--- src/rtl/deser_fifo.sv ---
// Serial-to-parallel deserializer feeding a word FIFO behind a valid/ready handshake.
// Optional feature macro DESER_PARITY_EN: one even-parity bit per frame plus a per-word o_parity_err flag.
module deser_fifo #(
  parameter int WIDTH     = 8,
  parameter int DEPTH     = 4,
  parameter int MSB_FIRST = 1
) (
  input  logic                   i_clk,
  input  logic                   i_rst,
  input  logic                   i_bit,
  input  logic                   i_bit_valid,
  input  logic                   i_flush,
  output logic [WIDTH-1:0]       o_word,
  output logic                   o_word_valid,
  input  logic                   i_word_ready,
  output logic [$clog2(DEPTH):0] o_level,
  output logic                   o_overrun
`ifdef DESER_PARITY_EN
  ,
  output logic                   o_parity_err
`endif
);

`ifdef DESER_PARITY_EN
  localparam int PAR = 1;
`else
  localparam int PAR = 0;
`endif
  localparam int FRAME = WIDTH + PAR;
  localparam int CW    = $clog2(FRAME);
  localparam int EW    = WIDTH + PAR;
  localparam int AW    = $clog2(DEPTH);
  localparam int LW    = AW + 1;

  logic [WIDTH-1:0] r_sr;
  logic [CW-1:0]    r_cnt;
  logic [WIDTH-1:0] w_shift;
  logic [EW-1:0]    w_entry;
  logic             w_sample;
  logic             w_last;
  logic             w_push;

  logic [EW-1:0]    r_mem [DEPTH];
  logic [AW-1:0]    r_wptr;
  logic [AW-1:0]    r_rptr;
  logic [LW-1:0]    r_level;
  logic             r_overrun;
  logic [EW-1:0]    w_head;
  logic             w_full;
  logic             w_pop;
  logic             w_wr;

  assign w_sample = i_bit_valid & ~i_flush;
  assign w_last   = (r_cnt == CW'(FRAME - 1));
  assign w_push   = w_sample & w_last;
  assign w_shift  = (MSB_FIRST != 0) ? {r_sr[WIDTH-2:0], i_bit}
                                     : {i_bit, r_sr[WIDTH-1:1]};

  // The final sample of a frame never lands in r_sr: it goes straight into the pushed entry.
  // NOTE: sequential state uses non-blocking assignments so every flop samples pre-edge values.
  always_ff @(posedge i_clk) begin
    if (i_rst || i_flush) begin
      r_sr  <= '0;
      r_cnt <= '0;
    end else if (i_bit_valid) begin
      if (w_last) begin
        r_sr  <= '0;
        r_cnt <= '0;
      end else begin
        r_sr  <= w_shift;
        r_cnt <= r_cnt + CW'(1);
      end
    end
  end

`ifdef DESER_PARITY_EN
  logic r_par;

  always_ff @(posedge i_clk) begin
    if (i_rst || i_flush || w_push) begin
      r_par <= 1'b0;
    end else if (w_sample) begin
      r_par <= r_par ^ i_bit;
    end
  end

  assign w_entry = {r_par ^ i_bit, r_sr};
`else
  assign w_entry = w_shift;
`endif

  assign o_word_valid = (r_level != '0);
  assign w_full       = (r_level == LW'(DEPTH));
  assign w_pop        = o_word_valid & i_word_ready;
  assign w_wr         = w_push & (~w_full | w_pop);

  always_ff @(posedge i_clk) begin
    if (i_rst) begin
      r_wptr    <= '0;
      r_rptr    <= '0;
      r_level   <= '0;
      r_overrun <= 1'b0;
    end else begin
      if (w_wr)  r_wptr <= r_wptr + AW'(1);
      if (w_pop) r_rptr <= r_rptr + AW'(1);
      if (w_wr && !w_pop)      r_level <= r_level + LW'(1);
      else if (!w_wr && w_pop) r_level <= r_level - LW'(1);
      if (w_push && w_full && !w_pop) r_overrun <= 1'b1;
    end
  end

  // NOTE: storage is not reset; outputs are masked while empty, so stale entries are never visible.
  always_ff @(posedge i_clk) begin
    if (w_wr) r_mem[r_wptr] <= w_entry;
  end

  assign w_head    = r_mem[r_rptr];
  assign o_word    = o_word_valid ? w_head[WIDTH-1:0] : '0;
  assign o_level   = r_level;
  assign o_overrun = r_overrun;
`ifdef DESER_PARITY_EN
  assign o_parity_err = o_word_valid & w_head[WIDTH];
`endif

endmodule

--- config.mk ---
export PLATFORM = sky130hd
export DESIGN_NAME = deser_fifo
export DESIGN_NICKNAME = d
export VERILOG_FILES = /design/src/rtl/deser_fifo.sv
export SDC_FILE = /design/constraint.sdc
export NUM_CORES = 1
export LEC_CHECK = 0
export BUFFER_PORTS_ARGS = -buffer_cell sky130_fd_sc_hd__buf_4
export CAP_MARGIN = 20
export CORE_UTILIZATION = 50
export CTS_BUF_LIST = sky130_fd_sc_hd__clkbuf_8
export DETAILED_ROUTE_END_ITERATION = 7
export HOLD_SLACK_MARGIN = 0.1
export PLACE_DENSITY = 0.77
export SLEW_MARGIN = 25
export SYNTH_ARGS = -nofsm -noshare
export SYNTH_HDL_FRONTEND = slang
export SYNTH_SLANG_ARGS = --single-unit
export TNS_END_PERCENT = 1
--- constraint.sdc ---
create_clock -name i_clk -period 7.3 [get_ports i_clk]
set_input_delay 0 -clock i_clk [delete_from_list [all_inputs] [get_ports i_clk]]
set_output_delay 0 -clock i_clk [all_outputs]
set_load 0.03 [all_outputs]
Yosys cells after proc, flatten, opt, wreduce, memory -nomap -nowiden

Memories as Yosys holds them, arrays and structs flattened. A register that Yosys moved wholly into a read port is not among the register bits.
Cells that the tools add are included.
Widths: inputs -> output; s select.

Memories: 1
RAM bits: 32
Register bits: 18
Output and inout bits: 13
Logic and storage cells: 39

Equality and inequality tests: 2
Mux-type cells: 9
Reductions and logical operators: 9
Add/subtract/negate cells: 5
Bitwise operators: 7

Memories:

| memory | depth | width | read ports | clocked after Yosys merged registers in | wr ports | line | text |
|---|---|---|---|---|---|---|---|
| r_mem  | 4     | 8     | 1          | 1                                       | 1        | 43   | `logic [EW-1:0] r_mem [DEPTH];` |

Operators by type and width:

| cell                | number |
|---|---|
| $mux 3              | 3 |
| $mux 8              | 1 |
| $mux 7              | 1 |
| $add 3x1->3 const B | 2 |
| $eq 3x3->1 const B  | 2 |
| $add 2x1->2 const B | 2 |
| $and 1x1->1         | 4 |
| $logic_and 1x1->1   | 4 |
| $mux 2              | 2 |
| $reduce_bool 3->1   | 1 |
| $sub 3x1->3 const B | 1 |
| $logic_not 1->1     | 2 |
| $mux 1              | 2 |
| $not 1->1           | 2 |
| $reduce_bool 2->1   | 1 |
| $logic_or 1x1->1    | 1 |
| $or 1x1->1          | 1 |

Logic depth before layout (Yosys ltp)

Gate-level depths: netlist of the first run.

Depth in word-level cells: 8
Mapped depth: 10

Worst setup path before layout of the first run

No wires, ideal clock.

Kind: reg2reg
Start: reg r_cnt[0]
End: reg r_level[2] (netlist: o_level[2])
Arrival time: 2.232 ns
Stages on the path, launching flop included: 11
Data required time: 7.230 ns
Clock period less this slack: 2.302 ns
Library setup time: 0.070 ns
Setup slack: 4.998 ns
Cells stage by stage: dfxtp_1 ha_1 ha_1 nand2_1 nor3_4 ha_1 inv_1 fa_1 xor2_1 or3_1 a21oi_1

Word-level cells in the longest chain between the ends: 6
Elaborated cells between the ends (all ways): 8
Classes of those cells: eq/ne (1); mux (1); bitwise (2); reduce/logical (4)

Ends and longest elaborated chain:

| element                            | line | text |
|---|---|---|
| from (decl)                        | 36   | `logic [CW-1:0] r_cnt;` |
| from (signal assigned)             | 71   | `r_cnt <= r_cnt + CW'(1);` |
| $eq 3x3->1 *                       | 54   | `assign w_last = (r_cnt == CW'(FRAME - 1));` |
| $and 1x1->1 *                      | 55   | `assign w_push = w_sample & w_last;` |
| $and 1x1->1 *                      | 95   | `assign w_wr = w_push & (~w_full \| w_pop);` |
| via w_wr                           | 51   | `logic w_wr;` |
| $logic_not 1->1                    | 107  | `else if (!w_wr && w_pop) r_level <= r_level - LW'(1);` |
| $logic_and 1x1->1                  | 107  |  |
| $reduce_bool 2->1 (no source line) | --   |  |
| to (signal assigned)               | 106  | `if (w_wr && !w_pop) r_level <= r_level + LW'(1);` |
| to (signal assigned)               | 107  |  |
| to (decl)                          | 46   | `logic [LW-1:0] r_level;` |

The timed path passes the listed nets; every way through them passes the cells marked *.
A chain may end at the register's enable or synchronous reset.

Final worst setup path of the first run

Same ends and word-level chain as after synthesis.

==> results.sh, run 1 <==
export IMPL_compound_gate_portion_of_the_synthesized_area_pct=3.30
export IMPL_routed_wirelength_um=3360
export IMPL_post_cts_resized=0
export IMPL_dp_hpwl_um=2350
export IMPL_antenna_violations_before_repair=0
export IMPL_peakVddDrop_uv=145
export IMPL_number_of_synthesized_register_bits=52
export IMPL_cp_buf_inv_count=1
export IMPL_synthDistinctLibCells=26
export IMPL_insertion_delay_ns=0.30
export IMPL_drt_vias_per_instance=5.31
export IMPL_critPathTopFamily="adder cells"
export IMPL_gp_congestion=0.761
export IMPL_cp_data_arrival_time_ns=2.81
export IMPL_post_route_min_period_ns=2.58
export IMPL_final_antenna_net_count=0
export IMPL_layout_nets=187
export IMPL_clk_transition_reported_paths_ns=0.09
export IMPL_grt_pass1_vias=1164
export IMPL_floorplan_io_pins=19
export IMPL_finClkSkew_ns=0.00711
export IMPL_netlist_top_cell_by_area="sky130_fd_sc_hd__edfxtp_1"
export IMPL_die_y_um=67.8
export IMPL_grt_overflow_total=0
export IMPL_sinks_on_the_clock_net=52
export IMPL_placeableCoreArea_mm2=0.00409
export IMPL_synth_sequential_area_ratio_pct=62.9
export IMPL_clock_fmax_mhz=388
export IMPL_overall_routing_resource_usage_pct=17.1
export IMPL_clk_root_buffer_cell="sky130_fd_sc_hd__clkbuf_8"
export IMPL_totalNegativeSetupSlack_ns=0
export IMPL_syn_instance_count=149
export IMPL_final_period_utilization_pct=35.3
export IMPL_grt_start_max_net_pins=20
export IMPL_tritoncts="built"
export IMPL_synth_adder_area_share_pct=4.97
export IMPL_layout_cells_sized_above_1_pct=24.7
export IMPL_dieWidth_um=67.8
export IMPL_synth_top_family_by_area="simple AND/OR/NAND/NOR gates"
export IMPL_synth_area_per_cell_um2=14.5
export IMPL_synth_top_cells_by_area="sky130_fd_sc_hd__edfxtp_1, sky130_fd_sc_hd__dfxtp_1, sky130_fd_sc_hd__mux4_2"
export IMPL_floorplan_initialDensity_pct=52.9
export IMPL_yosys_area_top_type_share_pct=44.4
export IMPL_design_die_area_mm2=0.00459
export IMPL_final_cell_mix="sky130_fd_sc_hd__edfxtp_1, sky130_fd_sc_hd__dfxtp_1, sky130_fd_sc_hd__buf_4"
export IMPL_required_ns=7.53
export IMPL_post_synth_mux_area_share_pct=11.3
export IMPL_antenna_cells_inserted=0
export IMPL_route_detailed_drc=0
export IMPL_worst_path_max_delay_cell="sky130_fd_sc_hd__fa_1"
export IMPL_layout_cells_most_common="sky130_fd_sc_hd__edfxtp_1"
export IMPL_numPortBuffers=18
export IMPL_fp_row_count=23
export IMPL_htree_num_levels=2
export IMPL_power_density_mw_per_mm2=232
export IMPL_cts_buffers_inserted=5
export IMPL_outcome="finished clean"
export IMPL_grt_first_pass_wirelength_um=5510
export IMPL_clock_tree_buffer_depth=2
export IMPL_grt_setup_unrepaired="no"
export IMPL_post_synthesis_xor_xnor_area_fraction_pct=1.21
export IMPL_synth_fp_nets=163
export IMPL_dpl_cell_area_mm2=0.00234
export IMPL_fillerInstances=324
export IMPL_hp_class="input pin to register"
export IMPL_hold_viol=0
export IMPL_fin_area_mm2=0.00248
export IMPL_vias_after_detailed_routing=1189
export IMPL_final_setup_viol_count=0
export IMPL_synthSimpleGateAreaFrac_pct=13.9
export IMPL_final_max_slew_viol_count=0
export IMPL_drt_pass1_iter_count=4
export IMPL_worst_pin_slew_ns=0.534
export IMPL_yosysWarnings=0
export IMPL_detailedRoute_firstIterationViolations=69
export IMPL_worstSetupEndpointType="register"
export IMPL_slowest_delay_ns=0.38
export IMPL_critPathKind="register to register"
export IMPL_detail_route_wl_per_cell_um=15.0
export IMPL_start_kind="register"
export IMPL_area_growth_syn_to_layout_pct=14.9
export IMPL_post_synth_design_cell_area_mm2=0.00216
export IMPL_path_cells="ha_1, ha_1, nand2_1, nor3_4, ha_1, inv_1, fa_1, xor2_1, or3_1, a21oi_1"
export IMPL_worst_path_most_repeated_cell="sky130_fd_sc_hd__ha_1"
export IMPL_max_cap_violations=0
export IMPL_top_fanout_value_on_the_critical_path=10
export IMPL_worst_slew_margin_rel_pct=64.4
export IMPL_leakage_component_of_the_power_uw=0.000865
-- report_power, final --
| group | leakage [uW] | switching [uW] | internal [uW] |
|---|---|---|---|
| combinational | 0.000371 | 52.3 | 38.9 |
| clock | 0.0000434 | 89.3 | 76.7 |
| sequential | 0.000450 | 7.85 | 312 |
| total | 0.000865 | 149 | 428 |
-- per-stage QoR --
stage          cells  util, %  setup WS (ns)  hold WS (ns)  power [uW]
6_report         224     60.8           4.72         0.474         577
5_1_grt          224     60.8           4.55         0.479         604
4_1_cts          224     60.8           4.70         0.465         584
2_1_floorplan    149        -           5.00        0.0989         386
3_5_place_dp     211     57.2           4.72         0.226         417
3_3_place_gp     211     57.2           4.89         0.220         414
-- registers in the layout, indices dropped and copies added (netlist names), named ones only --
register and flops:
r_sr 7, r_wptr 2, o_overrun 1, o_level 3, r_cnt 3, r_rptr 2
r_mem 32
-- final timing paths --
kind / from / end / slack (ns) / cells past startpoint
min: i_bit / r_mem[1][0] / 0.47 / 2
max: r_cnt[0] / o_level[2] / 4.72 / 10
min reg2reg: r_rptr[1] / r_rptr[1] / 0.50 / 2
max reg2reg: r_cnt[0] / o_level[2] / 4.72 / 10
-- logic make-up after synthesis --
| group | after synthesis |
|---|---|
| DFF | 52 |
| and+or+nand+nor | 47 |
| AOI/OAI and AO/OA | 13 |
| muxes | 14 |
| xor gates and xnor gates | 3 |
| adders and majority gates | 8 |
| buffers and inverters | 12 |
-- cell type report --
type | instances | area, um2 | share of cell area (%)
flip-flops and latches | 52 | 1360 | 54.8
well taps | 50 | 62.6 | 2.52
clock buffers | 6 | 82.6 | 3.32
multi-input cells | 85 | 752 | 30.3
clock inverters | 2 | 15.0 | 0.604
inverters | 5 | 18.8 | 0.755
repair buffers | 24 | 193 | 7.75
-- what timing repair did --
item                                   4_1_cts  5_1_grt
endpoints found under the hold margin       22        0
hold buffers                                 5        0
setup buffers                                0        0
-- cells in the mapped netlist --
library cell and number:
sky130_fd_sc_hd__a21oi_1 9, sky130_fd_sc_hd__a41oi_1 1, sky130_fd_sc_hd__and2_2 4, sky130_fd_sc_hd__buf_2 4
sky130_fd_sc_hd__clkbuf_1 3, sky130_fd_sc_hd__dfxtp_1 20, sky130_fd_sc_hd__edfxtp_1 32, sky130_fd_sc_hd__fa_1 1
sky130_fd_sc_hd__ha_1 7, sky130_fd_sc_hd__inv_1 5, sky130_fd_sc_hd__mux2_4 1, sky130_fd_sc_hd__mux2i_1 5
sky130_fd_sc_hd__mux4_2 8, sky130_fd_sc_hd__nand2_1 2, sky130_fd_sc_hd__nand2b_1 9, sky130_fd_sc_hd__nand3b_1 7
sky130_fd_sc_hd__nor2_1 11, sky130_fd_sc_hd__nor2b_1 8, sky130_fd_sc_hd__nor3_1 1, sky130_fd_sc_hd__nor3_4 1
sky130_fd_sc_hd__nor4b_4 1, sky130_fd_sc_hd__o21ai_0 2, sky130_fd_sc_hd__o31ai_1 1, sky130_fd_sc_hd__or2_2 1
sky130_fd_sc_hd__or3_1 2, sky130_fd_sc_hd__xor2_1 3
-- routing by layer --
layer	wire length (um)	GRT usage, %	up-vias
met4	29	5.47	0
met1	1530	20.8	581
met5	0	0	-
met3	121	5.57	4
li1	-	-	582
met2	1680	28.6	22
-- worst register-to-register path, cell delays in order (launching register included) --
cell	delay, ns
sky130_fd_sc_hd__dfxtp_1	0.36
sky130_fd_sc_hd__ha_1	0.16
sky130_fd_sc_hd__ha_1	0.31
sky130_fd_sc_hd__nand2_1	0.14
sky130_fd_sc_hd__nor3_4	0.26
sky130_fd_sc_hd__ha_1	0.23
sky130_fd_sc_hd__inv_1	0.06
sky130_fd_sc_hd__fa_1	0.38
sky130_fd_sc_hd__xor2_1	0.16
sky130_fd_sc_hd__or3_1	0.31
sky130_fd_sc_hd__a21oi_1	0.15
Power figures use the tool's default switching activity.
==> run 2, diff against run 1 <==
Settings changed: ABC_AREA set to 1, PLACE_DENSITY 0.77 to 0.79.
Clock period 7.3 ns to 2.2 ns, I/O delays scaled along.
==> results.sh, run 2 <==
export IMPL_critPathTopFamily="adder cells"
export IMPL_route_detailed_drc=0
export IMPL_path_cells="ha_1, ha_1, nand2_1, nor2_4, nand2_1, inv_1, ha_2, inv_1, fa_2, inv_1, nand2_1, nand3_1, nand2_1, nand2_1, nor2_1"
export IMPL_r2r_start="r_cnt[0]"
export IMPL_synth_fp_nets=231
export IMPL_final_antenna_net_count=0
export IMPL_peakVddDrop_uv=766
export IMPL_synth_ff_type="sky130_fd_sc_hd__edfxtp_1"
export IMPL_worst_path_most_repeated_cell="sky130_fd_sc_hd__nand2_1"
export IMPL_antenna_violations_before_repair=0
export IMPL_floorplan_io_pins=19
export IMPL_leakage_component_of_the_power_uw=0.000968
export IMPL_dpl_cell_area_mm2=0.00241
export IMPL_overall_routing_resource_usage_pct=17.7
export IMPL_dp_hpwl_um=2380
export IMPL_required_ns=2.40
export IMPL_clock_fmax_mhz=491
export IMPL_clock_tree_buffer_depth=2
export IMPL_syn_instance_count=217
export IMPL_final_max_slew_viol_count=0
export IMPL_insertion_delay_ns=0.30
export IMPL_grt_first_pass_wirelength_um=5900
export IMPL_synth_area_per_cell_um2=10.2
export IMPL_grt_start_max_net_pins=18
export IMPL_worstSetupPathDepth=15
export IMPL_grt_pass1_vias=1340
export IMPL_cp_data_arrival_time_ns=2.23
export IMPL_worst_path_max_delay_cell="sky130_fd_sc_hd__dfxtp_2"
export IMPL_flip_flop_count_of_the_largest_register_all_copies_and_words_added=32
export IMPL_whs_path_depth=3
export IMPL_top_fanout_value_on_the_critical_path=5
export IMPL_number_of_synthesized_register_bits=52
export IMPL_routed_wirelength_um=3570
export IMPL_fp_row_count=23
export IMPL_design_die_area_mm2=0.00471
export IMPL_tritoncts="built"
export IMPL_sinks_on_the_clock_net=52
export IMPL_area_growth_syn_to_layout_pct=16.5
export IMPL_max_cap_violations=0
export IMPL_r2r_end="o_level[2]"
export IMPL_fin_area_mm2=0.00259
export IMPL_vias_after_detailed_routing=1564
export IMPL_synth_sequential_area_ratio_pct=61.3
export IMPL_netlist_top_cells_count="sky130_fd_sc_hd__nor2_1, sky130_fd_sc_hd__edfxtp_1, sky130_fd_sc_hd__nand2_1, sky130_fd_sc_hd__a21oi_1, sky130_fd_sc_hd__dfxtp_1"
export IMPL_hp_class="input pin to register"
export IMPL_layout_cells_sized_above_1_pct=21.8
export IMPL_htree_num_levels=2
export IMPL_detail_route_wl_per_cell_um=11.8
export IMPL_power_density_mw_per_mm2=1030
export IMPL_hold_start="i_rst"
export IMPL_numPortBuffers=18
export IMPL_final_cell_mix="sky130_fd_sc_hd__nor2_1, sky130_fd_sc_hd__edfxtp_1, sky130_fd_sc_hd__nand2_1, sky130_fd_sc_hd__buf_4, sky130_fd_sc_hd__a21oi_1"
export IMPL_fillerInstances=341
export IMPL_worst_slew_margin_rel_pct=71.2
export IMPL_yosys_area_top_type_share_pct=43.3
export IMPL_hold_viol=0
export IMPL_worstSetupEndpointType="register"
export IMPL_cts_buffers_inserted=5
export IMPL_totalNegativeSetupSlack_ns=0
export IMPL_cp_buf_inv_count=3
export IMPL_final_period_utilization_pct=92.5
export IMPL_worst_pin_slew_ns=0.431
export IMPL_worst_r2r_cell_count=15
export IMPL_yosysWarnings=0
export IMPL_largest_regs="r_mem x32, r_sr x7"
export IMPL_detailedRoute_firstIterationViolations=119
export IMPL_final_setup_viol_count=0
export IMPL_post_synth_top_count_cell="sky130_fd_sc_hd__nor2_1"
export IMPL_min_to="o_level[0]"
export IMPL_outcome="finished clean"
export IMPL_antenna_cells_inserted=0
export IMPL_layout_nets=265
export IMPL_placeableCoreArea_mm2=0.00414
export IMPL_layout_cells_most_common="sky130_fd_sc_hd__nor2_1"
export IMPL_synth_top_cells_by_area="sky130_fd_sc_hd__edfxtp_1, sky130_fd_sc_hd__dfxtp_1, sky130_fd_sc_hd__nor2_1"
export IMPL_reg2reg_setup_slack_ns=0.16
export IMPL_clk_root_buffer_cell="sky130_fd_sc_hd__clkbuf_8"
export IMPL_post_synth_design_cell_area_mm2=0.00222
export IMPL_grt_overflow_total=0
export IMPL_finClkSkew_ns=0.00478
export IMPL_synthDistinctLibCells=22
export IMPL_floorplan_initialDensity_pct=53.6
export IMPL_netlist_top_cell_by_area="sky130_fd_sc_hd__edfxtp_1"
export IMPL_die_y_um=68.6
export IMPL_regMostFlops="r_mem"
export IMPL_synth_edff_count=32
export IMPL_drt_pass1_iter_count=4
export IMPL_post_route_min_period_ns=2.04
export IMPL_clk_transition_reported_paths_ns=0.09
export IMPL_dieWidth_um=68.6
export IMPL_drt_vias_per_instance=5.18
export IMPL_start_kind="register"
export IMPL_critPathKind="register to register"
export IMPL_power_uw=2660
export IMPL_gp_congestion=0.780
export IMPL_share_of_flip_flops_with_an_asynchronous_set_or_reset_after_synthesis_pct=0
export IMPL_slowest_delay_ns=0.34
run 2: cell count changes after synthesis, moves of 5 or more:
| cell | delta |
|---|---|
| sky130_fd_sc_hd__nand2_1 | +23 |
| sky130_fd_sc_hd__mux4_2 | -8 |
| sky130_fd_sc_hd__a21oi_1 | +15 |
| sky130_fd_sc_hd__nand2b_1 | -9 |
| sky130_fd_sc_hd__nand3_1 | +13 |
| sky130_fd_sc_hd__nand3b_1 | -7 |
| sky130_fd_sc_hd__mux2i_1 | -5 |
| sky130_fd_sc_hd__o21ai_1 | +10 |
| sky130_fd_sc_hd__o21ai_0 | +5 |
| sky130_fd_sc_hd__nor2b_1 | -8 |
| sky130_fd_sc_hd__inv_1 | +12 |
| sky130_fd_sc_hd__nor2_2 | +12 |
| sky130_fd_sc_hd__nor2_1 | +22 |
run 2: kinds of logic (layout without fill, tap and decap cells):
kind of cell,Yosys count,after routing,synth area share [%]
buffers and inverters,27,62,6.20
AO/OA/AOI/OAI,42,42,9.58
AND/OR/NAND/NOR,87,87,17.7
flip-flops,52,52,61.3
XOR/XNOR,1,1,0.394
adder cells (fa/ha/maj),8,8,4.84
run 2: timing repair:
| action | 4_1_cts | 5_1_grt |
|---|---|---|
| hold buffers | 7 | 0 |
| endpoints found under the setup margin | 0 | 1 |
| buffers inserted | 0 | 1 |
| gates resized for setup | 0 | 3 |
| hold endpoints to repair | 24 | 0 |
run 2: area by class of cell:
cell class,instances,area [um2],share of cell area [%]
sequential,52,1360,52.7
multi-input combinational,138,727,28.1
timing repair buffer,32,258,9.96
clock buffer,6,82.6,3.19
inverter,22,82.6,3.19
tap,50,62.6,2.42
clock inverter,2,12.5,0.484
run 2: worst min-delay path, cell delays in order:
cell                            delay, ns
sky130_fd_sc_hd__dlygate4sd3_1       0.53
sky130_fd_sc_hd__buf_4               0.15
sky130_fd_sc_hd__nor2_1              0.05
run 2: how the worst max path moves through the flow:
stage,start,to,slack [ns]
finish,r_cnt[0],o_level[2],0.16
global placement,r_cnt[0],o_level[2],0.20
floorplan,r_cnt[0],o_level[2],0.22
global route,r_cnt[0],o_level[2],-0.008
detailed placement,r_cnt[0],o_level[2],0.12
CTS,r_cnt[0],o_level[2],0.1
run 2: per-stage QoR:
stage	std cells	setup slack (ns)	util, %	hold WS (ns)
2_1_floorplan	217	0.223	-	0.0691
3_3_place_gp	286	0.199	58.1	0.225
3_5_place_dp	286	0.119	58.1	0.227
4_1_cts	301	0.0978	62.1	0.452
5_1_grt	302	-0.00810	62.4	0.472
6_report	302	0.165	62.4	0.466
run 2: where the power goes:
group	switching, uW	internal (uW)	leakage (uW)
combinational	660	338	0.000474
clock	282	253	0.0000526
sequential	57.0	1070	0.000442
total	999	1660	0.000968
run 2: layer usage:
| metal | vias to the layer above | GRT usage (%) | share of wire (%) |
|---|---|---|---|
| li1 | 791 | - | - |
| met5 | - | 0 | 0 |
| met1 | 712 | 20.8 | 43 |
| met3 | 16 | 4.93 | 4.6 |
| met2 | 45 | 29.2 | 48 |
| met4 | 0 | 10.2 | 4.1 |
